File: src/rtl/flash_spi_pkg.sv
// flash_spi_byte_engine shared package: op codes, FSM states,
// and the flash opcodes issued by the host driver.
package flash_spi_pkg;

  typedef logic [1:0] op_t;

  localparam op_t OP_XFER    = 2'b00;
  localparam op_t OP_CS_LOW  = 2'b01;
  localparam op_t OP_CS_HIGH = 2'b10;
  localparam op_t OP_NOP     = 2'b11;

  typedef logic [2:0] state_t;

  localparam state_t S_IDLE   = 3'd0;
  localparam state_t S_LO     = 3'd1;
  localparam state_t S_HI     = 3'd2;
  localparam state_t S_CSWAIT = 3'd3;
  localparam state_t S_DONE   = 3'd4;

  localparam logic [7:0] CMD_WREN  = 8'h06;
  localparam logic [7:0] CMD_WRDI  = 8'h04;
  localparam logic [7:0] CMD_JEDEC = 8'h9F;
  localparam logic [7:0] CMD_ULBPR = 8'h98;
  localparam logic [7:0] CMD_CE    = 8'hC7;
  localparam logic [7:0] CMD_PP    = 8'h02;

endpackage

File: src/rtl/flash_spi_byte_engine_if.sv
// Command/response handshake bundle between the AHB register
// file (master) and the SPI byte engine (slave).
interface flash_spi_byte_engine_if;
  import flash_spi_pkg::*;

  logic       cmd_valid;
  logic       cmd_ready;
  op_t        cmd_op;
  logic [7:0] cmd_data;
  logic       rsp_valid;
  logic [7:0] rsp_data;

  modport master (
    output cmd_valid, cmd_op, cmd_data,
    input  cmd_ready, rsp_valid, rsp_data
  );

  modport slave (
    input  cmd_valid, cmd_op, cmd_data,
    output cmd_ready, rsp_valid, rsp_data
  );

endinterface

File: src/rtl/flash_spi_halfper_cnt.sv
// Loadable down-counter; tc is high while the count sits at zero.
// Times both the SCK half-period and the CE# high hold.
module flash_spi_halfper_cnt (
  input  logic       clk,
  input  logic       rst_n,
  input  logic       load,
  input  logic [7:0] load_val,
  output logic       tc
);

  logic [7:0] cnt;

  always_ff @(posedge clk or negedge rst_n) begin
    if (!rst_n) begin
      cnt <= '0;
    end else if (load) begin
      cnt <= load_val;
    end else if (cnt != 8'd0) begin
      cnt <= cnt - 8'd1;
    end
  end

  assign tc = (cnt == 8'd0);

endmodule

File: src/rtl/flash_spi_byte_engine.sv
// SPI mode-0 byte engine for the QSPI flash pins (single-bit SPI).
// Build option FLASH_SPI_WPHOLD_EN drives WP#/HOLD# high while CE# is low.
module flash_spi_byte_engine #(
  parameter int PRESCALE       = 4,
  parameter int CE_HIGH_CYCLES = 8
) (
  input  logic                     HCLK,
  input  logic                     HRESETn,
  flash_spi_byte_engine_if.slave   bus,
  output logic                     fm_sck,
  output logic                     fm_ce_n,
  output logic [3:0]               fm_dout,
  output logic [3:0]               fm_douten,
  input  logic [3:0]               fm_din
);
  import flash_spi_pkg::*;

  localparam logic [7:0] HP_LOAD = 8'(PRESCALE - 1);
  localparam logic [7:0] CE_LOAD = 8'(CE_HIGH_CYCLES - 1);

  state_t     state;
  logic [7:0] sreg;
  logic [7:0] rx;
  logic [7:0] rsp_q;
  logic [2:0] bitcnt;
  logic       mosi;
  logic       oe0;
  logic       accept;
  logic       tc;
  logic       load;
  logic [7:0] load_val;
  logic [1:0] wphold;
  logic       unused_din;

  assign unused_din    = ^{fm_din[3:2], fm_din[0]};
  assign bus.cmd_ready = (state == S_IDLE);
  assign bus.rsp_valid = (state == S_DONE);
  assign bus.rsp_data  = rsp_q;
  assign accept        = bus.cmd_valid && bus.cmd_ready;

  always_comb begin
    load     = 1'b0;
    load_val = HP_LOAD;
    unique case (1'b1)
      accept: begin
        load = (bus.cmd_op == OP_XFER) ||
               (bus.cmd_op == OP_CS_HIGH);
        if (bus.cmd_op == OP_CS_HIGH) load_val = CE_LOAD;
      end
      (state == S_LO): load = tc;
      (state == S_HI): load = tc && (bitcnt != 3'd0);
      default: ;
    endcase
  end

  flash_spi_halfper_cnt u_cnt (
    .clk      (HCLK),
    .rst_n    (HRESETn),
    .load     (load),
    .load_val (load_val),
    .tc       (tc)
  );

  always_ff @(posedge HCLK or negedge HRESETn) begin
    if (!HRESETn) begin
      state   <= S_IDLE;
      sreg    <= '0;
      rx      <= '0;
      rsp_q   <= '0;
      bitcnt  <= '0;
      mosi    <= 1'b0;
      oe0     <= 1'b0;
      fm_sck  <= 1'b0;
      fm_ce_n <= 1'b1;
    end else begin
      unique case (state)
        S_IDLE: begin
          if (bus.cmd_valid) begin
            unique case (bus.cmd_op)
              OP_XFER: begin
                sreg   <= bus.cmd_data;
                mosi   <= bus.cmd_data[7];
                bitcnt <= 3'd7;
                state  <= S_LO;
              end
              OP_CS_LOW: begin
                fm_ce_n <= 1'b0;
                oe0     <= 1'b1;
                rsp_q   <= '0;
                state   <= S_DONE;
              end
              OP_CS_HIGH: begin
                fm_ce_n <= 1'b1;
                oe0     <= 1'b0;
                state   <= S_CSWAIT;
              end
              default: begin
                rsp_q <= '0;
                state <= S_DONE;
              end
            endcase
          end
        end
        S_LO: begin
          if (tc) begin
            fm_sck <= 1'b1;
            rx     <= {rx[6:0], fm_din[1]};
            state  <= S_HI;
          end
        end
        S_HI: begin
          if (tc) begin
            fm_sck <= 1'b0;
            if (bitcnt == 3'd0) begin
              rsp_q <= rx;
              state <= S_DONE;
            end else begin
              bitcnt <= bitcnt - 3'd1;
              mosi   <= sreg[bitcnt - 3'd1];
              state  <= S_LO;
            end
          end
        end
        S_CSWAIT: begin
          if (tc) begin
            rsp_q <= '0;
            state <= S_DONE;
          end
        end
        default: state <= S_IDLE;
      endcase
    end
  end

  // WP#/HOLD# sit on SIO[3:2]; SIO[1] is MISO and never driven.
`ifdef FLASH_SPI_WPHOLD_EN
  assign wphold = {2{~fm_ce_n}};
`else
  assign wphold = 2'b00;
`endif

  assign fm_dout   = {wphold, 1'b0, mosi};
  assign fm_douten = {wphold, 1'b0, oe0};

endmodule

File: src/flat_wrapper.sv
// flat-port wrapper written by rule: the top's interface ports become plain ports
module flash_spi_byte_engine_flat import flash_spi_pkg::*;
#(
  parameter int PRESCALE       = 4,
  parameter int CE_HIGH_CYCLES = 8
)
  (HCLK, HRESETn, fm_sck, fm_ce_n, fm_dout, fm_douten, fm_din, bus_cmd_valid, bus_cmd_op, bus_cmd_data, bus_cmd_ready, bus_rsp_valid, bus_rsp_data);
  flash_spi_byte_engine_if bus_i ();
  input  logic HCLK;
  input  logic HRESETn;
  output logic fm_sck;
  output logic fm_ce_n;
  output logic [3:0] fm_dout;
  output logic [3:0] fm_douten;
  input  logic [3:0] fm_din;
  input wire logic [$bits(bus_i.cmd_valid)-1:0] bus_cmd_valid;
  input wire logic [$bits(bus_i.cmd_op)-1:0] bus_cmd_op;
  input wire logic [$bits(bus_i.cmd_data)-1:0] bus_cmd_data;
  output wire logic [$bits(bus_i.cmd_ready)-1:0] bus_cmd_ready;
  output wire logic [$bits(bus_i.rsp_valid)-1:0] bus_rsp_valid;
  output wire logic [$bits(bus_i.rsp_data)-1:0] bus_rsp_data;
  assign bus_i.cmd_valid = bus_cmd_valid;
  assign bus_i.cmd_op = bus_cmd_op;
  assign bus_i.cmd_data = bus_cmd_data;
  assign bus_cmd_ready = bus_i.cmd_ready;
  assign bus_rsp_valid = bus_i.rsp_valid;
  assign bus_rsp_data = bus_i.rsp_data;
  flash_spi_byte_engine #(.PRESCALE(PRESCALE), .CE_HIGH_CYCLES(CE_HIGH_CYCLES)) u_core (.HCLK(HCLK), .HRESETn(HRESETn), .bus(bus_i), .fm_sck(fm_sck), .fm_ce_n(fm_ce_n), .fm_dout(fm_dout), .fm_douten(fm_douten), .fm_din(fm_din));
endmodule
File: config.mk
export PLATFORM = sky130hd
export DESIGN_NAME = flash_spi_byte_engine_flat
export DESIGN_NICKNAME = d
export VERILOG_FILES = /design/src/rtl/flash_spi_pkg.sv /design/src/rtl/flash_spi_byte_engine_if.sv /design/src/rtl/flash_spi_halfper_cnt.sv /design/src/rtl/flash_spi_byte_engine.sv /design/src/flat_wrapper.sv
export SDC_FILE = /design/constraint.sdc
export NUM_CORES = 1
export LEC_CHECK = 0
export ABC_AREA = 1
export BUFFER_PORTS_ARGS = -buffer_cell sky130_fd_sc_hd__buf_2
export CAP_MARGIN = 20
export CORE_MARGIN = 4
export CORE_UTILIZATION = 51
export CTS_BUF_LIST = sky130_fd_sc_hd__clkbuf_16
export DETAILED_ROUTE_END_ITERATION = 8
export PLACE_DENSITY_LB_ADDON = 0.25
export SYNTH_ARGS = -nofsm -noshare
export SYNTH_HDL_FRONTEND = slang
export SYNTH_HIERARCHICAL = 1
export SYNTH_SLANG_ARGS = --single-unit
File: constraint.sdc
create_clock -name HCLK -period 2.1 [get_ports HCLK]
set_input_delay 0 -clock HCLK [delete_from_list [all_inputs] [get_ports HCLK]]
set_output_delay 0 -clock HCLK [all_outputs]
set_load 0.02 [all_outputs]
==> out/qor.yml <==
run_status:
  status: "finished, final reports clean"
logic_synthesis:
  post_synth_main_area_contributors: "sky130_fd_sc_hd__dfrtp_1 (44%), sky130_fd_sc_hd__nand2_1 (15%), sky130_fd_sc_hd__inv_1 (5.7%)"
  yosysMostFrequentCell: "sky130_fd_sc_hd__nand2_1"
  synth_commonest_cells: "sky130_fd_sc_hd__nand2_1 (92), sky130_fd_sc_hd__dfrtp_1 (41), sky130_fd_sc_hd__inv_1 (35)"
  syn_avg_cell_area_um2: 7.70
  synth_largest_area_cell: "sky130_fd_sc_hd__dfrtp_1"
  synth.distinct_cells: 30
  postSynthCellCount: 300
  synth_largest_type_area_fraction: 0.444
  synth.cell_area_um2: 2310
  yosys_register_bits: 42
  seq_area_frac_synth: 0.455
  ys_dominant_reg_cell: "sky130_fd_sc_hd__dfrtp_1"
  yosysWarningCount: 6
  synth-async-reset-ratio: 1.00
  synth-edff-count: 0
grt:
  grt_util_all_layers: 0.175
  grt_remaining_overflow: 0
  first_global_vias: 1794
  grt_max_degree: 43
  grt_antenna_before_repair: 0
  grt_pass1_wl_um: 7640
min_path:
  hold_path_end: "u_core/fm_ce_n$_DFFE_PN1P_"
  worstHoldStart: "bus_cmd_valid"
  worstHoldPathType: "input port to register"
  hold-path-cell-count: 4
setup_path:
  timing.critical_path.cells: "inv_1, ha_1, nand3_2, nor2_4, nand2_1, a21oi_2, nand3_4, nor2_8, nand2_1, nand2_1"
  critPathMaxFanout: 9
  cpMaxStageDelayCell: "sky130_fd_sc_hd__dfrtp_1"
  most_prevalent_standard_cell_on_the_critical_path: "sky130_fd_sc_hd__nand2_1"
  reg2reg_from: "u_core/u_cnt/cnt[0]$_DFFE_PN0P_"
  end_kind: "register"
  worst_ep_required_time_ps: 2320
  r2r_slack_ps: 200
  cp-start-kind: "register"
  reg2regPathDepth: 10
  critPathMaxStageDelay_ps: 370
  worstReg2RegEnd: "u_core/bus.rsp_data[0]$_DFFE_PN0P_"
  worst_ep_arrival_time_ps: 2120
  worst-setup-path-type: "register to register"
power_and_ir_drop:
  power.switching_fraction: 0.416
  p_int_w: 0.00202
  net-switching-power_w: 0.00144
  power.leakage_nw: 1.46
  power.density_cell_area_nw_per_um2: 1260
  power.share.combinational: 0.428
  report.power.total_w: 0.00345
  worst_ir_drop_vdd_mv: 0.600
  power.sequential.fraction: 0.361
  power.share.clock: 0.212
timing:
  tightest_slew_ps: 913
  max_freq_mhz: 527
  report.final.hold_viol_count: 0
  unrepaired_setup_endpoints_after_global_routing: "no"
  fin_ws_ps: 203
  sum_of_negative_setup_slack_ps: 0
  timing.slew.headroom: 0.392
  layout_worst_path_cycle_share: 0.903
  worst_clock_skew_ps: 3.78
  finalWorstPathRequiredPeriod_ps: 1900
  maxSlewViolCount: 0
  final-setup-viol-count: 0
finish:
  layout_cell_share_with_drive_strength_beyond_1: 0.190
  diodes: 0
  postLayoutCellArea_um2: 2740
  final.fill_count: 407
  final-seq-area_um2: 1050
  synthToLayoutAreaGrowth_pct: 18.6
  multi_input_comb_area_um2: 1050
  num-nets-final: 369
  finalCoreUtilization: 0.625
detailed_routing:
  first_pass_iteration_count_of_the_detailed_router: 4
  ant_nets: 0
  via_count: 1898
  drt_drc_violations_left: 0
  avgViaCountPerCell: 4.75
  post_drt_wl_per_cell_um: 10.9
  drtIter0Drc: 79
  routed_wirelength_um: 4340
die:
  die_area_um2: 5670
  chipHeight_um: 75.3
  core_region_area_um2: 4380
  ios: 37
  rows: 24
  initial_utilization: 0.527
  die_width_um: 75.3
clock_tree:
  clk_root_buffer_cell: "sky130_fd_sc_hd__clkbuf_16"
  tritoncts.num_buffers: 5
  cts.clk_slew.worst_paths_ps: 60
  clk-insertion-delay-late_ps: 280
  cts_htree_levels: 2
  cts-root-to-sink-buffers: 2
  cts_setup_buffers: 0
  numClockSinks: 42
  tritoncts_clock_tree: "done"
placed_design:
  placement_cell_area_um2: 2490
  preCtsSetupSlack_ps: 123
  globalplace.congestion: 0.868
  dpl.hpwl_um: 3130
  placement.io_buffers: 27
flow_run:
  timing.max_cap.violations: 0
## timing repair
item	in CTS	in global routing
gates resized for setup	0	1
setup endpoints to repair	0	9
hold buffers	10	0
hold endpoints to repair	50	0
## per-stage QoR
stage | instances | hold WS [ps]
3_3_place_gp | 382 | 184
2_1_floorplan | 311 | -296
3_5_place_dp | 382 | 193
6_report | 400 | 76.6
4_1_cts | 400 | 63.5
5_1_grt | 400 | 105
## worst max-delay path: cells and delay by family (launching register included)
family                   cells  cell delay, ps
flip-flops                   1             370
AO/OA/AOI/OAI                1             180
buffers and inverters        1             110
AND/OR/NAND/NOR              7             950
adder cells (fa/ha/maj)      1             230
## routing by layer
metal / global-route usage / wire [um] / vias up
met5: 0 / 0 / -
li1: - / - / 1012
met1: 0.228 / 1950 / 850
met3: 0.0422 / 228 / 4
met2: 0.295 / 2120 / 32
met4: 0.0408 / 37 / 0
## logic make-up (layout without fill, tap and decap cells)
kind of cell | Yosys count | in the layout | synth area share
simple gates | 150 | 150 | 0.298
buf+inv | 56 | 93 | 0.110
compound gates | 44 | 44 | 0.102
flops | 42 | 42 | 0.455
fa+ha+maj | 5 | 5 | 0.0271
other cells | 2 | 13 | 0.00325
xor+xnor | 1 | 1 | 0.00379
## power by group through the flow
| stage | combinational (W) | clock (W) | sequential [W] |
|---|---|---|---|
| 2_1_floorplan | 0.00116 | 0 | 0.00125 |
| 3_3_place_gp | 0.00144 | 0 | 0.00125 |
| 3_5_place_dp | 0.00147 | 0 | 0.00126 |
| 4_1_cts | 0.00150 | 0.000757 | 0.00124 |
| 5_1_grt | 0.00171 | 0.000784 | 0.00128 |
| 6_report | 0.00148 | 0.000732 | 0.00125 |
## how the worst max path moves through the flow
| stage | depth (start not counted) | endpoint | start | slack (ps) |
|---|---|---|---|---|
| detailed placement | 10 | u_core/bus.rsp_data[0]$_DFFE_PN0P_ | u_core/u_cnt/cnt[0]$_DFFE_PN0P_ | 120 |
| floorplan | 11 | u_core/u_cnt/cnt[0]$_DFFE_PN0P_ | u_core/u_cnt/cnt[0]$_DFFE_PN0P_ | 80 |
| global placement | 10 | u_core/bus.rsp_data[0]$_DFFE_PN0P_ | u_core/u_cnt/cnt[0]$_DFFE_PN0P_ | 190 |
| global route | 10 | u_core/u_cnt/cnt[3]$_DFFE_PN0P_ | u_core/u_cnt/cnt[0]$_DFFE_PN0P_ | 20 |
| CTS | 10 | u_core/bus.rsp_data[0]$_DFFE_PN0P_ | u_core/u_cnt/cnt[0]$_DFFE_PN0P_ | 110 |
| finish | 10 | u_core/bus.rsp_data[0]$_DFFE_PN0P_ | u_core/u_cnt/cnt[0]$_DFFE_PN0P_ | 200 |
## cell type report
type,count,area share
clock inverter,3,0.00639
sequential,42,0.384
clock buffer,5,0.0457
timing repair buffer,41,0.0968
multi-input combinational,213,0.383
inverter,44,0.0603
tap,52,0.0237
## registers in the layout, indices dropped and copies added, names as in the netlist
name / flops
u_core/oe0: 1
u_core/fm_ce_n: 1
u_core/state: 3
u_core/sreg: 8
u_core/u_cnt/cnt: 8
u_core/bus.rsp_data: 8
u_core/fm_sck: 1
u_core/mosi: 1
u_core/rx: 8
u_core/bitcnt: 3
## cells in the final DEF, fill, tap and decap left out, drive strengths merged, types with 5 or more instances in the layout
cell type    count
conb            13
nand3           17
dlygate4sd3     10
inv             45
clkbuf           5
dfrtp           41
buf             31
ha               5
o21ai           38
nor2            33
nand2           96
No activity file was read; power rests on OpenSTA's default activity.
